[config.mk]
export PLATFORM = sky130hd
export DESIGN_NAME = shift_add_mul_seq
export DESIGN_NICKNAME = d
export VERILOG_FILES = /design/src/rtl/mul_seq_pkg.sv /design/src/rtl/shift_add_mul_seq_add8.sv /design/src/rtl/shift_add_mul_seq.sv
export SDC_FILE = /design/constraint.sdc
export NUM_CORES = 1
export LEC_CHECK = 0
export ABC_CLOCK_PERIOD_IN_PS = 5190
export CAP_MARGIN = 20
export CORE_MARGIN = 1
export CORE_UTILIZATION = 52
export DETAILED_ROUTE_END_ITERATION = 8
export PLACE_DENSITY_LB_ADDON = 0.25
export SLEW_MARGIN = 0
export SYNTH_ARGS = -nofsm -noshare
export SYNTH_HDL_FRONTEND = slang
export SYNTH_SLANG_ARGS = --single-unit
[constraint.sdc]
create_clock -name clk -period 5.19 [get_ports clk]
set_clock_uncertainty 0.1 [all_clocks]
set_input_delay 1.557 -clock clk [delete_from_list [all_inputs] [get_ports clk]]
set_output_delay 1.557 -clock clk [all_outputs]
set_load 0.05 [all_outputs]
[src/rtl/mul_seq_pkg.sv]
// Shared encodings and sizes for the shift-and-add multiplier sequencer.
package mul_seq_pkg;

  localparam int W     = 8;
  localparam int CNT_W = 3;

  typedef enum logic [1:0] {
    ST_IDLE = 2'd0,
    ST_RUN  = 2'd1,
    ST_DONE = 2'd2
  } state_t;

endpackage

[src/rtl/shift_add_mul_seq_add8.sv]
// Combinational ripple-carry adder built from one-bit full-adder cells;
// the single shared datapath adder of the multiplier sequencer.
module full_adder (
  input  logic a,
  input  logic b,
  input  logic ci,
  output logic s,
  output logic co
);

  assign s  = a ^ b ^ ci;
  assign co = (a & b) | (ci & (a ^ b));

endmodule

module add8 #(
  parameter int W = 8
) (
  output logic [W-1:0] sum,
  output logic         cout,
  input  logic [W-1:0] x,
  input  logic [W-1:0] y,
  input  logic         cin
);

  logic [W:0] w_carry;

  assign w_carry[0] = cin;

  for (genvar i = 0; i < W; i++) begin : g_fa
    full_adder u_fa (
      .a  (x[i]),
      .b  (y[i]),
      .ci (w_carry[i]),
      .s  (sum[i]),
      .co (w_carry[i+1])
    );
  end

  assign cout = w_carry[W];

endmodule

[src/rtl/shift_add_mul_seq.sv]
// Unsigned W x W -> 2W multiplier: retires one multiplier bit per clock
// through a single shared adder, with a busy flag and one-cycle done pulse.
module shift_add_mul_seq
  import mul_seq_pkg::*;
#(
  parameter int W     = mul_seq_pkg::W,
  parameter int CNT_W = mul_seq_pkg::CNT_W
) (
  input  logic           clk,
  input  logic           rst_n,
  input  logic           start,
  input  logic [W-1:0]   a,
  input  logic [W-1:0]   b,
  output logic           busy,
  output logic           done,
  output logic [2*W-1:0] product
);

  localparam logic [CNT_W-1:0] CNT_LAST = CNT_W'(W - 1);

  state_t             r_state;
  logic [W-1:0]       r_mcand;
  logic [2*W-1:0]     r_acc;
  logic [CNT_W-1:0]   r_cnt;
  logic [2*W-1:0]     r_product;

  logic [W-1:0]       w_y;
  logic [W-1:0]       w_sum;
  logic               w_cout;
  logic [2*W-1:0]     w_acc_next;

  // Multiplier sits in the low half of acc; its LSB gates the multiplicand.
  assign w_y        = r_acc[0] ? r_mcand : '0;
  assign w_acc_next = {w_cout, w_sum, r_acc[W-1:1]};

  add8 #(.W(W)) u_add (
    .sum  (w_sum),
    .cout (w_cout),
    .x    (r_acc[2*W-1:W]),
    .y    (w_y),
    .cin  (1'b0)
  );

  // NOTE: every register, state included, is cleared by the async reset so an
  // abandoned operation leaves no partial product or stale handshake behind.
  always_ff @(posedge clk or negedge rst_n) begin
    if (!rst_n) begin
      r_state   <= ST_IDLE;
      r_mcand   <= '0;
      r_acc     <= '0;
      r_cnt     <= '0;
      r_product <= '0;
    end else begin
      // NOTE: non-blocking assignments keep every register reading the
      // pre-edge values, so acc/cnt/state update as one atomic step.
      case (r_state)
        ST_IDLE, ST_DONE: begin
          if (start) begin
            r_mcand <= a;
            r_acc   <= {{W{1'b0}}, b};
            r_cnt   <= '0;
            r_state <= ST_RUN;
          end else begin
            r_state <= ST_IDLE;
          end
        end
        ST_RUN: begin
          r_acc <= w_acc_next;
          if (r_cnt == CNT_LAST) begin
            r_state   <= ST_DONE;
            r_product <= w_acc_next;
          end else begin
            r_cnt <= r_cnt + 1'b1;
          end
        end
        default: r_state <= ST_IDLE;
      endcase
    end
  end

  assign busy    = (r_state == ST_RUN);
  assign done    = (r_state == ST_DONE);
  assign product = r_product;

endmodule

==> reports/qor.csv <==
stage,metric,value,unit
worst_setup_path,crit_slowest_cell,clkdlybuf4s50_1,
global_routing,overflow,0,
clock_network,cts.root.buffer_cell,clkbuf_8,
synth,yosys.cell_types.count,26,
pwr,sw_frac_of_total,0.430,
pwr,total_leakage_power,1.13,nW
clock_network,holdBufCountCts,0,
floorplanning,chipWidth,66.3,um
finish,nets,243,
placed_design,hpwlAfterDp,2.82,mm
clock_network,clock_insertion_delay_worst_skew,0.30,ns
clock_network,cts-htree-levels,2,
drt,routed_wirelength_normalized_by_instance_count,15.0,um
global_routing,grt_max_degree,46,
synth,synth_nets,208,
timing,finalWorstPathRequiredPeriod,3.94,ns
timing,setup_viol_count_final,0,
synth,synth_largest_area_cell,dfrtp_1,
synth,count_of_yosys_warnings_during_synthesis,0,
timing,finalSetupTns,0,ns
drt,initial_drt_pass_iterations,3,
synth,synth.top_cells.by_area,"dfrtp_1, fa_1, mux2_2",
timing,hold_viol,0,
clock_network,tritoncts_num_sinks,45,
flow_run,max_cap_violations,0,
worst_setup_path,crit_fanout,19,
worst_setup_path,path_class,flip-flop to primary output,
worst_setup_path,worstPathCellList,nand2b_1 -> inv_1 -> clkdlybuf4s50_1,
clock_network,tritoncts.num_buffers,5,
synth,avgSynthCellArea,12.0,um^2
clock_network,cts.repair.resized,0,
synth,dominant_synthesized_flop_cell,dfrtp_1,
drt,route.final.wire_length,3.94,mm
drt,drcViolationCount,0,
synth,ys_seq_area_frac,0.524,
pwr,p_per_area,684,nW/um^2
placed_design,buffer_ports.inserted,36,
floorplanning,num_io_pins,37,
finish,final_core_utilization,0.688,
pwr,intPower,1.02,mW
outcome,run_status,"finished, final reports clean",
drt,detailedRoute.firstIterationViolations,76,
placed_design,gpl.final_weighted_congestion,0.750,
floorplanning,floorplan.die.height,66.3,um
worst_setup_path,critPathRequiredTime,3.53,ns
clock_network,path_clk_slew,0.08,ns
clock_network,cts_tree,built,
pwr,ir_worst_vdd,0.297,mV
worst_setup_path,timing.critical_path.from_type,flip-flop,
pwr,power.share.combinational,0.515,
drt,vias,1416,
finish,diodes,0,
worst_setup_path,worst_path_arrival,2.29,ns
synth,synth-seq-cells,45,
pwr,pwr-share-seq,0.369,
timing,maximum_clock_frequency,0.254,GHz
timing,layout_worst_path_cycle_share,0.760,
synth,async_set_reset_flop_share_out_of_synthesis,1.00,
drt,drt-vias-per-instance,5.38,
synth,synth_edf_count,0,
floorplanning,std_cell_rows,22,
finish,final_area,2620,um^2
hold_path,worstHoldPathType,flip-flop to flip-flop,
synth,syn_area,2150,um^2
finish,flow.area_growth_from_synthesis,21.7,%
pwr,power_switching,0.769,mW
drt,antenna_violating_nets_remaining,0,
synth,netlist.area_leader.share,0.524,
timing,worst_slew_pin_slew,0.852,ns
synth,post_synth_inst_count,179,
timing,slew_headroom,0.431,
worst_setup_path,crit_path_max_incr_delay,0.83,ns
finish,final_layout_size_suffix_gt1_frac,0.0977,
clock_network,postCtsSetupRepairBufs,0,
global_routing,globalRouteTotalUtil,0.215,
worst_setup_path,kind_of_end_point_of_the_critical_path,primary output,
timing,rsz0062_at_grt,no,
clock_network,clock_tree.buffer_depth,2,
global_routing,number_of_antenna_violations_at_the_first_check_in_global_routing,0,
placed_design,placement.cell_area,2510,um^2
floorplanning,die_area,4390,um^2
pwr,clkPwrFrac,0.115,
timing,slew_viol_final,0,
global_routing,grt_pass1_wl,6.78,mm
floorplanning,core_region_area,3800,um^2
global_routing,first_global_vias,1452,
floorplanning,start_util,0.566,
## kinds of logic (layout without fill, tap and decap cells)
kind of cell	count (synthesis)	count (layout)	synth area share
adders and majority gates	10	10	0.0827
xor gates and xnor gates	1	1	0.00408
buffers and inverters	22	58	0.0472
AOI/OAI and AO/OA	37	37	0.116
and+or+nand+nor	37	37	0.0885
DFF	45	45	0.524
muxes	27	27	0.137
## cell usage after synthesis, types with 3 or more instances
master / count
dfrtp_1: 45
nand2_1: 18
inv_1: 12
mux2_2: 12
nor2b_1: 9
o21ai_0: 9
a22o_1: 8
mux2i_1: 8
a211oi_1: 7
a21oi_1: 7
fa_1: 7
mux2_1: 7
clkbuf_1: 4
and2_1: 3
buf_2: 3
ha_1: 3
nor2_1: 3
## sequential cells by signal, summed over array words and instances, names as in the netlist
name,cells
r_state,2
r_cnt,3
r_acc,16
product,16
r_mcand,8
## placed cells by master (no fill, tap or decap), drive strengths merged, types with 2 or more instances in the layout
cell type,n
dfrtp,45
clkdlybuf4s50,35
mux2,19
nand2,18
inv,12
nor2b,9
o21ai,9
a22o,8
mux2i,8
clkbuf,8
a211oi,7
a21oi,7
fa,7
and2,3
nor2,3
ha,3
buf,3
nand3,2
o211ai,2
a21o,2
o2bb2ai,2
## metal layers
metal | up-vias | global-route usage | routed length [um]
met1 | 702 | 0.288 | 1830
met3 | 8 | 0.0569 | 121
met5 | - | 0 | 0
li1 | 682 | - | -
met4 | 0 | 0.0878 | 74
met2 | 24 | 0.330 | 1910
## power groups by stage
stage	clock network (mW)	logic [mW]	registers [mW]
floorplan	0	0.490	0.819
global placement	0	0.889	0.652
detailed placement	0	0.927	0.668
CTS	0.210	0.931	0.662
global route	0.227	1.02	0.686
finish	0.207	0.922	0.660
## layout make-up
type                    instances  area, um^2
well taps                      48        60.1
inverters                      12        45.0
repair buffers                 38         383
fillers                       273        1180
clock buffers                   8        80.1
flip-flops and latches         45        1130
multi-input cells             112         921
## per-stage QoR
stage          hold slack [ns]  worst slack (ns)  std cells  total power [mW]
6_report                 0.386              1.25        263              1.79
5_1_grt                  0.412              1.09        263              1.93
4_1_cts                  0.389              1.24        262              1.80
3_5_place_dp             0.372              1.32        254              1.59
3_3_place_gp             0.363              1.38        254              1.54
2_1_floorplan            0.356              1.47        179              1.31
## worst paths after layout
check / start / endpoint / slack [ns] / cells past startpoint
min in group asynchronous: rst_n / product[3] / 0.97 / 1
worst min-delay path: product[13] / product[13] / 0.39 / 2
worst max register to register: r_acc[0] / r_acc[14] / 1.34 / 16
max in group asynchronous: rst_n / r_acc[15] / 3.59 / 2
worst min register to register: product[13] / product[13] / 0.39 / 2
worst max-delay path: r_state[1] / busy / 1.25 / 3
## worst max-delay path, delay by kind of cell (launching register included)
family	cells	cell delay, ns
AND/OR/NAND/NOR	1	0.32
flip-flops	1	0.67
buffers and inverters	2	1.00
No activity file was read; power rests on OpenSTA's default activity.
